**config.mk**
```make
export PLATFORM = sky130hd
export DESIGN_NAME = frame_config_sequencer_flat
export DESIGN_NICKNAME = d
export VERILOG_FILES = /design/src/rtl/frame_config_sequencer_if.sv /design/src/rtl/frame_config_sequencer.sv /design/src/flat_wrapper.sv
export SDC_FILE = /design/constraint.sdc
export NUM_CORES = 1
export LEC_CHECK = 0
export CAP_MARGIN = 10
export CELL_PAD_IN_SITES_DETAIL_PLACEMENT = 0
export CELL_PAD_IN_SITES_GLOBAL_PLACEMENT = 1
export CORE_MARGIN = 1.5
export CORE_UTILIZATION = 31
export CTS_CLUSTER_DIAMETER = 50
export DETAILED_ROUTE_END_ITERATION = 10
export HOLD_SLACK_MARGIN = 0.02
export PLACE_DENSITY_LB_ADDON = 0.2
export SYNTH_ARGS = -nofsm -noshare
export SYNTH_HDL_FRONTEND = slang
export SYNTH_SLANG_ARGS = --single-unit
export TNS_END_PERCENT = 50
```
**constraint.sdc**
```tcl
create_clock -name CLK -period 2.7 [get_ports CLK]
set_input_delay 0.27 -clock CLK [delete_from_list [all_inputs] [get_ports CLK]]
set_output_delay 0.27 -clock CLK [all_outputs]
set_load 0.01 [all_outputs]
```
**src/rtl/frame_config_sequencer_if.sv**
```systemverilog
// Bundle of the word handshake and the frame data bus between the
// configuration port bridge (master) and the frame config sequencer (slave).
interface frame_config_sequencer_if #(
  parameter int FrameBitsPerRow  = 32,
  parameter int RowSelectWidth   = 5,
  parameter int FrameSelectWidth = 5
);

  logic [FrameBitsPerRow-1:0]  WordData_I;
  logic                        WordValid_I;
  logic                        WordReady_O;
  logic [FrameBitsPerRow-1:0]  FrameData_O;
  logic [RowSelectWidth-1:0]   RowSelect_O;
  logic [FrameSelectWidth-1:0] FrameAddress_O;
  logic                        FrameStrobe_O;
  logic                        Busy_O;
  logic                        Error_O;

  modport master (
    output WordData_I, WordValid_I,
    input  WordReady_O, FrameData_O, RowSelect_O, FrameAddress_O,
           FrameStrobe_O, Busy_O, Error_O
  );

  modport slave (
    input  WordData_I, WordValid_I,
    output WordReady_O, FrameData_O, RowSelect_O, FrameAddress_O,
           FrameStrobe_O, Busy_O, Error_O
  );

endinterface

```
**src/rtl/frame_config_sequencer.sv**
```systemverilog
// Frame config sequencer: hunts for the sync word, decodes frame headers and
// writes NumberOfRows data words onto the shared FrameData/RowSelect bus,
// then pulses FrameStrobe with the frame address of the completed frame.
module frame_config_sequencer #(
  parameter int                   FrameBitsPerRow  = 32,
  parameter int                   RowSelectWidth   = 5,
  parameter int                   NumberOfRows     = 10,
  parameter int                   FrameSelectWidth = 5,
  parameter logic [FrameBitsPerRow-1:0] SyncWord   = 32'hFAB0_FAB1
) (
  input  logic                    CLK,
  input  logic                    RESET,
  frame_config_sequencer_if.slave bus
);

  typedef enum logic [1:0] {
    IDLE,
    HEADER,
    ROWS,
    STROBE
  } state_t;

  localparam logic [RowSelectWidth-1:0] LastRow = RowSelectWidth'(NumberOfRows);
  localparam logic [7:0] CmdDesync = 8'h00;
  localparam logic [7:0] CmdWrite  = 8'h01;

  state_t                      state_q;
  logic [RowSelectWidth-1:0]   rowCnt_q;
  logic [FrameBitsPerRow-1:0]  frameData_q;
  logic [RowSelectWidth-1:0]   rowSel_q;
  logic [FrameSelectWidth-1:0] frameAddr_q;
  logic                        strobe_q;
  logic                        busy_q;
  logic                        error_q;

  logic                        accept;
  logic [7:0]                  headerCmd;

  // Ready drops only during the single strobe stall cycle (and in reset)
  assign bus.WordReady_O = !RESET && (state_q != STROBE);
  assign accept          = bus.WordValid_I && bus.WordReady_O;
  assign headerCmd       = bus.WordData_I[FrameBitsPerRow-1:FrameBitsPerRow-8];

  assign bus.FrameData_O    = frameData_q;
  assign bus.RowSelect_O    = rowSel_q;
  assign bus.FrameAddress_O = frameAddr_q;
  assign bus.FrameStrobe_O  = strobe_q;
  assign bus.Busy_O         = busy_q;
  assign bus.Error_O        = error_q;

  // Sequencer FSM; row select and strobe default to idle so they only pulse
  always_ff @(posedge CLK) begin
    if (RESET) begin
      state_q     <= IDLE;
      rowCnt_q    <= '0;
      frameData_q <= '0;
      rowSel_q    <= '0;
      frameAddr_q <= '0;
      strobe_q    <= 1'b0;
      busy_q      <= 1'b0;
      error_q     <= 1'b0;
    end else begin
      rowSel_q <= '0;
      strobe_q <= 1'b0;
      case (state_q)
        IDLE: begin
          if (accept && (bus.WordData_I == SyncWord)) begin
            state_q <= HEADER;
            busy_q  <= 1'b1;
          end
        end
        HEADER: begin
          if (accept) begin
            if (headerCmd == CmdWrite) begin
              frameAddr_q <= bus.WordData_I[FrameSelectWidth-1:0];
              rowCnt_q    <= {{(RowSelectWidth-1){1'b0}}, 1'b1};
              state_q     <= ROWS;
            end else if (headerCmd == CmdDesync) begin
              state_q <= IDLE;
              busy_q  <= 1'b0;
            end else begin
              error_q <= 1'b1;
              state_q <= IDLE;
              busy_q  <= 1'b0;
            end
          end
        end
        ROWS: begin
          if (accept) begin
            frameData_q <= bus.WordData_I;
            rowSel_q    <= rowCnt_q;
            if (rowCnt_q == LastRow) begin
              state_q <= STROBE;
            end else begin
              rowCnt_q <= rowCnt_q + 1'b1;
            end
          end
        end
        STROBE: begin
          strobe_q <= 1'b1;
          state_q  <= HEADER;
        end
        default: begin
          state_q <= IDLE;
          busy_q  <= 1'b0;
        end
      endcase
    end
  end

endmodule

```
**src/flat_wrapper.sv**
```systemverilog
// flat-port wrapper written by rule: the top's interface ports become plain ports
module frame_config_sequencer_flat 
#(
  parameter int                   FrameBitsPerRow  = 32,
  parameter int                   RowSelectWidth   = 5,
  parameter int                   NumberOfRows     = 10,
  parameter int                   FrameSelectWidth = 5,
  parameter logic [FrameBitsPerRow-1:0] SyncWord   = 32'hFAB0_FAB1
)
  (CLK, RESET, bus_WordData_I, bus_WordValid_I, bus_WordReady_O, bus_FrameData_O, bus_RowSelect_O, bus_FrameAddress_O, bus_FrameStrobe_O, bus_Busy_O, bus_Error_O);
  frame_config_sequencer_if #(.FrameBitsPerRow(FrameBitsPerRow), .RowSelectWidth(RowSelectWidth), .FrameSelectWidth(FrameSelectWidth)) bus_i ();
  input  logic CLK;
  input  logic RESET;
  input wire logic [$bits(bus_i.WordData_I)-1:0] bus_WordData_I;
  input wire logic [$bits(bus_i.WordValid_I)-1:0] bus_WordValid_I;
  output wire logic [$bits(bus_i.WordReady_O)-1:0] bus_WordReady_O;
  output wire logic [$bits(bus_i.FrameData_O)-1:0] bus_FrameData_O;
  output wire logic [$bits(bus_i.RowSelect_O)-1:0] bus_RowSelect_O;
  output wire logic [$bits(bus_i.FrameAddress_O)-1:0] bus_FrameAddress_O;
  output wire logic [$bits(bus_i.FrameStrobe_O)-1:0] bus_FrameStrobe_O;
  output wire logic [$bits(bus_i.Busy_O)-1:0] bus_Busy_O;
  output wire logic [$bits(bus_i.Error_O)-1:0] bus_Error_O;
  assign bus_i.WordData_I = bus_WordData_I;
  assign bus_i.WordValid_I = bus_WordValid_I;
  assign bus_WordReady_O = bus_i.WordReady_O;
  assign bus_FrameData_O = bus_i.FrameData_O;
  assign bus_RowSelect_O = bus_i.RowSelect_O;
  assign bus_FrameAddress_O = bus_i.FrameAddress_O;
  assign bus_FrameStrobe_O = bus_i.FrameStrobe_O;
  assign bus_Busy_O = bus_i.Busy_O;
  assign bus_Error_O = bus_i.Error_O;
  frame_config_sequencer #(.FrameBitsPerRow(FrameBitsPerRow), .RowSelectWidth(RowSelectWidth), .NumberOfRows(NumberOfRows), .FrameSelectWidth(FrameSelectWidth), .SyncWord(SyncWord)) u_core (.CLK(CLK), .RESET(RESET), .bus(bus_i));
endmodule
```
# ---- Word-level counts from Yosys, hierarchy flattened
# Index checks and enable logic that the tools add are counted.
dict set report op_classes {
  n_eq_ne 14
  n_reduce_logical 15
  mux 16
  n_addsub 1
  n_bitwise 4
}
# operator count
set op_table {}
lappend op_table {{== test 32 bit (second input constant)} 1}
lappend op_table {{two-way mux 5 bit} 4}
lappend op_table {{AND reduction 4 bit} 3}
lappend op_table {{two-way mux 2 bit} 5}
lappend op_table {{inequality test 2 x 1 -> 1 bit (second input constant)} 5}
lappend op_table {{one-hot mux 5 bit (2 select lines)} 1}
lappend op_table {{== test 8 x 1 -> 1 bit (second input constant)} 1}
lappend op_table {{logical NOT 8 bit} 1}
lappend op_table {{one-hot mux 2 bit (4 select lines)} 1}
lappend op_table {{inequality test 2 bit (second input constant)} 3}
lappend op_table {{adder 5 x 1 -> 5 bit (second input constant)} 1}
lappend op_table {{== test 5 x 4 -> 1 bit (second input constant)} 1}
lappend op_table {{AND reduction 5 bit} 1}
lappend op_table {{== test 2 bit (second input constant)} 2}
lappend op_table {{two-way mux 1 bit} 4}
lappend op_table {{NOT 1 bit} 4}
lappend op_table {{nonzero test 2 bit} 2}
lappend op_table {{logical AND 1 bit} 3}
lappend op_table {{AND reduction 3 bit} 1}
lappend op_table {{OR reduction 3 bit} 1}
lappend op_table {{== test 2 x 1 -> 1 bit (second input constant)} 1}
lappend op_table {{logical NOT 2 bit} 1}
lappend op_table {{one-hot mux 1 bit (2 select lines)} 1}
lappend op_table {{AND reduction 2 bit} 1}
lappend op_table {{logical NOT 1 bit} 1}
dict set report totals {
  out_inout_bits 46
  elab_cells 58
  ff_bits 52
  in_bits 35
}

# ---- Longest topological paths before layout
dict set report depth {
  word_depth 6
  ltp_mapped 8
  depth_no_buf 7
}

# ---- Worst setup path after synthesis
# OpenSTA, ideal clock, no wires.
dict set report synth_path {
  path_type {in2reg}
  startpoint {in bus_WordData_I[1]}
  endpoint {reg u_core.state_q[0]}
  path_slack_ns 0.733
  n_path_buf 0
  path_stages 5
  required_ns 2.579
  setup_time_ns 0.121
  arrival_ns 1.846
  path_cell_list {or4b_2 nor4_1 nand3_1 a211oi_2 mux2_2}
}
dict set report synth_via {
  elab_chain_cells 4
}
# item line_no
set synth_lines {}
lappend synth_lines {{start: declaration} flat_wrapper.sv:14} ;# input wire logic [$bits(bus_i.WordData_I)-1:0] bus_WordData_I;
lappend synth_lines {{== test 32 bit} frame_config_sequencer.sv:67} ;# if (accept && (bus.WordData_I == SyncWord)) begin
lappend synth_lines {{logical AND 1 bit} frame_config_sequencer.sv:67}
lappend synth_lines {{inequality test 2 x 1 -> 1 bit (no line)} n/a}
lappend synth_lines {{AND reduction 4 bit (no line)} n/a}
lappend synth_lines {{end signal: assignment} frame_config_sequencer.sv:68} ;# state_q <= HEADER;
lappend synth_lines {{end signal: assignment} frame_config_sequencer.sv:77} ;# state_q <= ROWS;
lappend synth_lines {{end signal: assignment} frame_config_sequencer.sv:79} ;# state_q <= IDLE;
lappend synth_lines {{end: declaration} frame_config_sequencer.sv:27} ;# state_t state_q;
# Every way passes these cells.
# A chain may end at the register's enable or synchronous reset.

# ---- Worst setup path in the final report
dict set report layout_path {
  startpoint {in bus_WordData_I[1]}
  endpoint {reg u_core.busy_q, in the netlist u_core.bus.Busy_O}
}
dict set report layout_via {
  elab_chain_cells 4
}
# item line_no
set layout_lines {}
lappend layout_lines {{== test 32 bit} frame_config_sequencer.sv:67}
lappend layout_lines {{logical AND 1 bit} frame_config_sequencer.sv:67}
lappend layout_lines {{inequality test 2 x 1 -> 1 bit (no line)} n/a}
lappend layout_lines {{AND reduction 4 bit (no line)} n/a}
lappend layout_lines {{end signal: assignment} frame_config_sequencer.sv:69} ;# busy_q <= 1'b1;
lappend layout_lines {{end signal: assignment} frame_config_sequencer.sv:80} ;# busy_q <= 1'b0;
lappend layout_lines {{end signal: assignment} frame_config_sequencer.sv:84} ;# busy_q <= 1'b0;
lappend layout_lines {{end: declaration} frame_config_sequencer.sv:33} ;# logic busy_q;
# Every way passes these cells.

==> out/metrics.csv <==
stage,metric,value,unit
run_status,status,"finished, final reports clean",
detailed_routing,drt drc,0,
setup_path,worst r2r dst,u_core.state_q[0],
cts,Post-CTS Setup Repair Bufs,0,
timing,f_max,422,MHz
setup_path,Crit. End Element,flop,
setup_path,R2R setup slack,590,ps
final_layout,area grow syn2layout,46.5,%
placement,port buffer count,80,
power_and_ir_drop,peak supply drop,218,uV
die,# IOs,81,
die,die height,86.2,um
timing,max_slew headroom,59.5,%
final_layout,Filler cells,692,
synthesis,Syn Std Cell Area,0.00215,mm2
cts,TritonCTS buffer count,5,
synthesis,top post-synthesis cells by area,"dfxtp_1 48%, nand2_1 12%, a21oi_1 8.9%",
die,DIE WIDTH,86.2,um
cts,Clock Path Buffers,2,
setup_path,crit path DAT,2570,ps
cts,"Reg clk slew, reported paths",90,ps
cts,H-tree depth,2,
timing,Worst-Margin Slew,599,ps
final_layout,layout cells sized above 1,7.19,%
setup_path,Worst Setup Start Kind,primary input,
power_and_ir_drop,Cell Pwr Density,440,mW/mm2
power_and_ir_drop,Power Total,0.00138,W
synthesis,largest area contributor in the netlist,dfxtp_1,
cts,Hold Buf Count CTS,0,
placement,DP Wirelength,3910,um
final_layout,Diodes inserted,0,
timing,final hold violations,0,
global_route,largest net degree at the start of global routing,50,
die,CORE AREA,0.00676,mm2
detailed_routing,drt first pass iters,4,
detailed_routing,first-iteration detailed-routing DRC count,91,
die,Rows,30,
power_and_ir_drop,Leak Pwr,1.12,nW
final_layout,Nets,375,
timing,unrepaired setup endpoints after global routing,false,
synthesis,Synth cell types,38,
detailed_routing,Detailed Route WL,5530,um
setup_path,crit path max fanout,3,
global_route,antenna violations before repair,0,
timing,TNS Setup,0,ps
detailed_routing,routed via count,2006,
placement,GPL Wtd Cong,0.818,
setup_path,Crit Path Class,primary input to flop,
detailed_routing,routed len/inst,13.4,um
setup_path,Setup crit start,bus_WordData_I[1],
setup_path,R2R depth,7,
die,Initial Util,31.8,%
timing,Tmin final,2370,ps
detailed_routing,via-per-instance ratio,4.85,
global_route,vias in the first global route,1812,
cts,TritonCTS clock tree,built,
timing,fin. max-slew vios,0,
synthesis,top cell type's share of synthesized area,48.5,%
setup_path,crit path to,u_core.bus.Busy_O,
global_route,global-route wire length before repair,8950,um
synthesis,Mapped Nets,296,
synthesis,Synth warnings,0,
cts,post_cts resized,0,
cts,CTS root buffer,clkbuf_8,
timing,# setup viols final,0,
detailed_routing,DRT antenna net count,0,
synthesis,register bit total from synthesis,52,
global_route,All-Layer GR Usage,15.5,%
synthesis,Synth Instances,254,
min_path,worst hold path type,primary input to flop,
setup_path,"Req. time, crit path",2900,ps
cts,clock sink count,52,
synthesis,sequential area share after synthesis,48.5,%
cts,worst-skew pair later-pin latency,300,ps
synthesis,Syn Area/Cell,8.46,um2
timing,Tcrit/Tclk final,87.8,%
run,max-cap viol count,0,
die,die area,0.00744,mm2
timing,worst clock skew,4.07,ps
global_route,gr ovfl total,0,
setup_path,FF-to-FF Start,u_core.rowCnt_q[0],
[cell usage in the layout, fill, tap and decap left out, types with 2 or more instances in the layout]
master,instances
clkdlybuf4s50_1,79
nand2_1,66
dfxtp_1,52
a21oi_1,38
nor2_1,15
ha_1,7
mux2i_1,6
buf_4,6
inv_1,5
clkbuf_8,5
nand3_1,4
and3_1,4
a21o_1,3
o21ai_0,3
or4_1,3
nor2b_1,3
and2_1,2
nand4b_1,2
or4bb_1,2
nor4_1,2
mux2_2,2
a31oi_1,2
[routing by layer]
layer | global-route usage [%] | wire length, um | vias to the layer above
met3 | 4.48 | 322 | 8
met5 | 0 | 0 | -
met2 | 22.5 | 2440 | 50
met1 | 21.9 | 2700 | 926
li1 | - | - | 1022
met4 | 5.28 | 75 | 0
[per-stage QoR]
stage                     utilization (%)  hold WS, ps  area, um2  std cells  setup slack (ps)
after floorplan                         -          406       2150        254               733
after global placement               45.0          442       3040        406               133
after detailed placement             45.0          446       3040        406              46.1
after CTS                            46.6          165       3150        414               371
after global routing                 46.6          173       3150        414               238
final                                46.6          177       3150        414               331
[worst max-delay path, stage by stage]
cell             delay [ps]
clkdlybuf4s50_1         430
or4b_2                  690
nor4_1                  250
nand3_1                 210
a211oi_1                340
mux2_2                  370
[worst min-delay path by stage]
stage	start	endpoint	cells after the start
2_1_floorplan	bus_WordData_I[0]	u_core.bus.FrameData_O[0]	2
3_3_place_gp	u_core.bus.FrameData_O[13]	u_core.bus.FrameData_O[13]	2
3_5_place_dp	u_core.bus.FrameData_O[15]	u_core.bus.FrameData_O[15]	2
4_1_cts	RESET	u_core.bus.FrameStrobe_O	2
5_1_grt	RESET	u_core.bus.FrameStrobe_O	2
6_report	RESET	u_core.bus.FrameStrobe_O	2
[flip-flops by register name, indices dropped and copies added (netlist names)]
signal	cells
u_core.bus.FrameData_O	32
u_core.bus.FrameAddress_O	5
u_core.bus.RowSelect_O	5
u_core.rowCnt_q	5
u_core.state_q	2
u_core.bus.Busy_O	1
u_core.bus.Error_O	1
u_core.bus.FrameStrobe_O	1
[cells by family after synthesis]
family                   share of synthesized area [%]
multiplexers                                      3.84
buffers and inverters                             3.32
adder cells (fa/ha/maj)                           4.08
AND/OR/NAND/NOR                                   26.0
flip-flops                                        48.5
AO/OA/AOI/OAI                                     14.3
[where the power goes]
group           total, W  internal (W)        switching, W
sequential      0.000766      0.000766  0.0000000000000104
clock           0.000529      0.000276            0.000254
combinational  0.0000886     0.0000528           0.0000358
[cell usage after synthesis]
cell       number
a2111oi_2       1
dfxtp_1        52
nor2_1         16
nor2b_1         3
nor4_1          2
inv_1           5
or2_4           1
nand2_1        66
and4_1          1
nand2b_1        1
ha_1            7
nor3b_2         1
nand4b_1        2
o21ai_0         3
a211oi_2        1
or4bb_1         2
a21o_1          3
a221o_1         1
or4b_1          1
or4_1           3
a21oi_1        38
mux2i_1         6
and3_1          4
nand3_1         4
or4_4           1
a211oi_1        1
and2_1          2
a31oi_1         2
nor4bb_1        1
or3b_2          1
mux2_2          2
a22oi_1         1
clkbuf_1       14
nand3b_1        1
o21ai_1         1
o31a_1          1
or4b_2          1
nand4_1         1
[final cells by class]
| cell class | instances | area [um2] | area share [%] |
|---|---|---|---|
| sequential | 52 | 1040 | 33.1 |
| multi-input combinational | 183 | 1040 | 33.0 |
| timing repair buffer | 86 | 841 | 26.7 |
| tap | 80 | 100 | 3.18 |
| clock buffer | 6 | 72.6 | 2.31 |
| clock inverter | 2 | 35.0 | 1.11 |
| inverter | 5 | 18.8 | 0.596 |
No activity file was read; power rests on OpenSTA's default activity.
